$ cat src/rtl/pipe_ctrl.sv
// pipe_ctrl: pipeline control unit for the five-stage IF/ID/EX/MEM/WB core.
// Generates per-register stall/flush, services exceptions and control ops seen
// on the MEM/WB register, redirects fetch, and holds EPC/cause/int_en/int_mask.
// Optional build macro: XSOC_IRQ_EN enables the irq synchronizer, the
// interrupt mask register and int_detect; without it int_mask reads 8'hFF and
// int_detect is tied low.
module pipe_ctrl #(
  parameter logic [29:0] RESET_VECTOR = 30'h0,
  parameter logic [29:0] EXC_VECTOR   = 30'h4
) (
  input  logic        clk,
  input  logic        reset,
  input  logic        if_busy,
  input  logic        mem_busy,
  input  logic        ld_hazard,
  input  logic [29:0] mem_pc,
  input  logic        mem_en,
  input  logic        mem_br_flag,
  input  logic [1:0]  mem_ctrl_op,
  input  logic [4:0]  mem_dst_addr,
  input  logic [2:0]  mem_exp_code,
  input  logic [31:0] mem_out,
  input  logic [7:0]  irq,
  output logic        if_stall,
  output logic        id_stall,
  output logic        ex_stall,
  output logic        mem_stall,
  output logic        if_flush,
  output logic        id_flush,
  output logic        ex_flush,
  output logic        mem_flush,
  output logic [29:0] new_pc,
  output logic        int_detect,
  output logic [29:0] epc,
  output logic [2:0]  exp_code,
  output logic        int_en,
  output logic [7:0]  int_mask
);

  typedef enum logic {BOOT, RUN} state_t;

  localparam logic [1:0] OP_WRCR     = 2'd1;
  localparam logic [1:0] OP_EXRT     = 2'd2;
  localparam logic [4:0] CR_INT_EN   = 5'd0;
  localparam logic [4:0] CR_INT_MASK = 5'd1;

  // Restart address: a faulting delay-slot instruction restarts at its branch.
  function automatic logic [29:0] restart_pc(input logic [29:0] pc,
                                             input logic        in_slot);
    return in_slot ? (pc - 30'd1) : pc;
  endfunction

  state_t      state;
  logic        pre_int_en;
  logic        busy;
  logic        run_act;
  logic        exc_take;
  logic        exrt_take;
  logic        wrcr_take;
  logic [3:0]  stall_v;   // {if, id, ex, mem}
  logic [3:0]  flush_v;   // {if, id, ex, mem}

  assign busy      = if_busy | mem_busy;
  assign run_act   = (state == RUN) && !busy;
  assign exc_take  = run_act && mem_en && (mem_exp_code != 3'd0);
  assign exrt_take = run_act && mem_en && !exc_take && (mem_ctrl_op == OP_EXRT);
  assign wrcr_take = run_act && mem_en && !exc_take && (mem_ctrl_op == OP_WRCR);

  // Stall/flush/redirect decode in priority order; WRCR itself never
  // touches the pipeline, so a load-use hazard alongside it is still honoured.
  always_comb begin
    stall_v = 4'b0000;
    flush_v = 4'b0000;
    new_pc  = 30'h0;
    if (state == BOOT) begin
      flush_v = 4'b1111;
      new_pc  = RESET_VECTOR;
    end else if (busy) begin
      stall_v = 4'b1111;
    end else if (exc_take) begin
      flush_v = 4'b1111;
      new_pc  = EXC_VECTOR;
    end else if (exrt_take) begin
      flush_v = 4'b1111;
      new_pc  = epc;
    end else if (ld_hazard) begin
      stall_v = 4'b1100;
      flush_v = 4'b0100;
    end
  end

  assign {if_stall, id_stall, ex_stall, mem_stall} = stall_v;
  assign {if_flush, id_flush, ex_flush, mem_flush} = flush_v;

  // BOOT lasts exactly one cycle after reset, then RUN forever.
  always_ff @(posedge clk or posedge reset) begin
    if (reset) state <= BOOT;
    else       state <= RUN;
  end

  // Exception and interrupt-enable control registers.
  always_ff @(posedge clk or posedge reset) begin
    if (reset) begin
      epc        <= 30'h0;
      exp_code   <= 3'd0;
      int_en     <= 1'b0;
      pre_int_en <= 1'b0;
    end else if (exc_take) begin
      exp_code   <= mem_exp_code;
      epc        <= restart_pc(mem_pc, mem_br_flag);
      pre_int_en <= int_en;
      int_en     <= 1'b0;
    end else if (exrt_take) begin
      int_en     <= pre_int_en;
    end else if (wrcr_take && (mem_dst_addr == CR_INT_EN)) begin
      int_en     <= mem_out[0];
    end
  end

`ifdef XSOC_IRQ_EN
  logic [7:0] irq_sync_p0;
  logic [7:0] irq_sync_p1;
  logic       unused_data;

  assign unused_data = ^mem_out[31:8];

  // Two-flop synchronizer for the asynchronous interrupt lines.
  always_ff @(posedge clk or posedge reset) begin
    if (reset) begin
      irq_sync_p0 <= 8'h00;
      irq_sync_p1 <= 8'h00;
    end else begin
      irq_sync_p0 <= irq;
      irq_sync_p1 <= irq_sync_p0;
    end
  end

  // Interrupt mask register, written by WRCR to index 1.
  always_ff @(posedge clk or posedge reset) begin
    if (reset) begin
      int_mask <= 8'hFF;
    end else if (wrcr_take && (mem_dst_addr == CR_INT_MASK)) begin
      int_mask <= mem_out[7:0];
    end
  end

  assign int_detect = int_en && (|(irq_sync_p1 & ~int_mask));
`else
  logic unused_data;

  assign unused_data = ^{mem_out[31:1], irq, CR_INT_MASK};
  assign int_mask    = 8'hFF;
  assign int_detect  = 1'b0;
`endif

endmodule

$ cat config.mk
export PLATFORM = sky130hd
export DESIGN_NAME = pipe_ctrl
export DESIGN_NICKNAME = d
export VERILOG_FILES = /design/src/rtl/pipe_ctrl.sv
export SDC_FILE = /design/constraint.sdc
export NUM_CORES = 1
export LEC_CHECK = 0
export ABC_AREA = 1
export BUFFER_PORTS_ARGS = -buffer_cell sky130_fd_sc_hd__buf_4
export CAP_MARGIN = 15
export CORE_MARGIN = 2
export CORE_UTILIZATION = 45
export CTS_CLUSTER_DIAMETER = 100
export DETAILED_ROUTE_END_ITERATION = 8
export MAX_ROUTING_LAYER = met4
export PLACE_DENSITY = 0.82
export SLEW_MARGIN = 25
export SYNTH_ARGS = -nofsm -noshare
export SYNTH_HDL_FRONTEND = slang
export SYNTH_SLANG_ARGS = --single-unit
$ cat constraint.sdc
create_clock -name clk -period 1.5 [get_ports clk]
set_input_delay 0.075 -clock clk [delete_from_list [all_inputs] [get_ports clk]]
set_output_delay 0.075 -clock clk [all_outputs]
set_load 0.01 [all_outputs]
==> flow_summary_export.csv <==
group,metric,value,unit
min_path,worst_hold_path_type,"in2reg",
worst_setup_path,critPathRequiredTime,1.42,ns
pwr,p_int,2.14,mW
floorplanning,std_cell_rows,29,
drt,wirelength_met1,3.80,mm
pwr,power.leakage,2.32,nW
global_routing,grt_overflow,0,
worst_setup_path,cp-end-kind,"output port",
clock_tree,numCtsBuffers,5,
global_routing,grt_pass1_vias,3032,
clock_tree,cts_root_buf,"clkbuf_8",
floorplanning,initial_core_util,0.458,
pwr,seq_power_share,0.422,
run,drv_cap,0,
logic_synthesis,synth_top_cell_by_area,"dfrtp_1",
logic_synthesis,syn_area,2860,um^2
worst_setup_path,r2r_cells,9,
pwr,pwr-share-clk,0.273,
pwr,swShare,0.332,
layout,drive_gt1_frac,0.393,
floorplanning,die_area,7010,um^2
drt,ant_nets,0,
drt,wl_per_cell,13.4,um
clock_tree,clock_sink_count,36,
layout,nets,664,
logic_synthesis,yosysSeqAreaShare,0.315,
clock_tree,clkLatencyLatePin,0.29,ns
worst_setup_path,cp.arrival,1.57,ns
global_routing,grt_use_total,0.250,
sta,fin_ws,-0.145,ns
sta,rsz0062_at_grt,"yes",
layout,mostFrequentLayoutCells,"nand2_1 (112), buf_4 (106), inv_1 (54)",
run_status,status,"finished with violations",
sta,fin_crit,1.64,ns
pwr,p_per_area,738,nW/um^2
logic_synthesis,synthCells,447,
layout,utilization,0.696,
min_path,min_path_cells,3,
layout,area_growth,51.9,%
sta,fmax,608,MHz
drt,viasPerCell,4.89,
drt,drtPass1Iterations,4,
logic_synthesis,yosys_warnings,0,
layout,nFillCells,541,
sta,tns,-3.75,ns
place,pre_cts_slack,0.00806,ns
floorplanning,io_pins,168,
worst_setup_path,critPathLaunchType,"register",
clock_tree,path_clk_slew,0.08,ns
logic_synthesis,synth.avg_cell_area,6.40,um^2
sta,whs,0.0591,ns
place,dpl_cell_area,3810,um^2
sta,hold_viol_final,0,
drt,remaining_drc_errors,0,
layout,layout_commonest_cell,"nand2_1",
logic_synthesis,ys_ff_latch,36,
place,port_buffers,119,
logic_synthesis,ys_types,27,
drt,wl_met2,4.54,mm
global_routing,grt_antenna_before_repair,0,
clock_tree,cts_tree,"yes",
worst_setup_path,worstPathMaxFanout,3,
layout,final_area,4350,um^2
global_routing,grt_max_degree,39,
drt,top_layer,"met4",
layout,diodes,0,
sta,drv_slew,0,
pwr,power_frac_comb,0.304,
floorplanning,die_w,83.7,um
pwr,switchingPower,1.06,mW
run_status,violations,"setup timing",
logic_synthesis,yosys.area.top_type_share,0.315,
sta,fin_skew,0.00623,ns
drt,wl_met3,337,um
floorplanning,core,6240,um^2
global_routing,grt_pass1_wl,14.0,mm
worst_setup_path,path_class,"reg2out",
floorplanning,die_h,83.7,um
drt,drt_first_iter_violations,111,
sta,fin_crit_sh,1.10,
pwr,irDropWorstVdd,0.503,mV
place,gp_congestion,0.879,
clock_tree,ctsHtreeMaxLevel,2,
logic_synthesis,yosys-top-cells-area,"dfrtp_1 (31%), nand2_1 (15%), nand3_1 (11%)",
drt,vias,3200,
drt,drt_wl_total,8.79,mm
clock_tree,cts_max_path_buffers,2,
sta,setup_violations,36,
place,post-dp-hpwl,6.46,mm
[kinds of logic after synthesis]
kind of cell | count (synthesis) | synth area share
compound gates | 34 | 0.0621
other cells | 2 | 0.00263
buf+inv | 107 | 0.171
fa+ha+maj | 1 | 0.00437
xor+xnor | 3 | 0.00919
flops | 36 | 0.315
simple gates | 264 | 0.436
[power groups by stage]
stage,clock network [mW],registers [mW],logic (mW)
finish,0.876,1.35,0.976
global route,0.931,1.38,1.07
CTS,0.900,1.32,0.976
detailed placement,0,1.33,0.958
global placement,0,1.32,0.936
floorplan,0,1.41,0.362
[path summary, 6_finish.rpt]
| check | from | end | slack, ns |
|---|---|---|---|
| min in group asynchronous | reset | epc[7] | 0.47 |
| worst min-delay path | mem_exp_code[2] | exp_code[2] | 0.06 |
| worst max-delay path | state | id_stall | -0.14 |
| worst max register to register | state | int_en | 0.09 |
| max in group asynchronous | reset | state | 0.67 |
| worst min register to register | exp_code[2] | exp_code[2] | 0.50 |
[worst max-delay path, cell delays in order, from the launching register on]
cell,delay (ns)
dfrtp_2,0.43
nand3_4,0.13
nor2_4,0.06
buf_6,0.12
a21oi_4,0.16
nand2_2,0.08
a21oi_2,0.15
buf_4,0.15
[timing repair]
| item | CTS | global route |
|---|---|---|
| gates resized for setup | 50 | 43 |
| cloned | 1 | 1 |
| buffers inserted | 6 | 1 |
| setup endpoints to repair | 36 | 36 |
| pin swaps | 5 | 4 |
| endpoints found under the hold margin | 36 | 0 |
| hold buffers | 1 | 0 |
[synthesized netlist by cell type]
| library cell | number |
|---|---|
| a21oi_1 | 5 |
| a21oi_2 | 1 |
| a31oi_1 | 3 |
| and2_1 | 4 |
| buf_2 | 8 |
| buf_4 | 14 |
| buf_6 | 3 |
| clkinv_2 | 1 |
| conb_1 | 2 |
| dfrtp_1 | 36 |
| ha_1 | 1 |
| inv_1 | 77 |
| inv_2 | 4 |
| nand2_1 | 116 |
| nand2_2 | 4 |
| nand3_1 | 64 |
| nand3_4 | 3 |
| nand4_1 | 8 |
| nor2_1 | 44 |
| nor2_2 | 7 |
| nor2_4 | 7 |
| nor2_8 | 1 |
| nor3_1 | 5 |
| o21ai_0 | 11 |
| o21ai_1 | 14 |
| or2_2 | 1 |
| xor2_1 | 3 |
[sequential cells by signal, summed over array words and instances, names as in the netlist]
signal      cells
exp_code        3
epc            30
int_en          1
state           1
pre_int_en      1
[routing by layer]
metal,up-vias,GRT usage
met3,10,0.0376
met4,0,0.0601
met5,-,-
met2,80,0.420
met1,1489,0.319
li1,1621,-
[per-stage QoR]
stage	total power, mW	instances
final	3.20	654
after global routing	3.38	654
after CTS	3.20	652
after detailed placement	2.29	636
after global placement	2.26	636
after floorplan	1.77	455
[cell type report]
class,count,area [um^2],share of cell area
clock buffer,5,68.8,0.0158
clock inverter,3,42.5,0.00979
inverter,82,317,0.0728
multi-input combinational,312,1690,0.390
sequential,36,902,0.208
tap,77,96.3,0.0222
timing repair buffer,139,1230,0.282
Note: power is estimated with default switching activity, not from simulation.
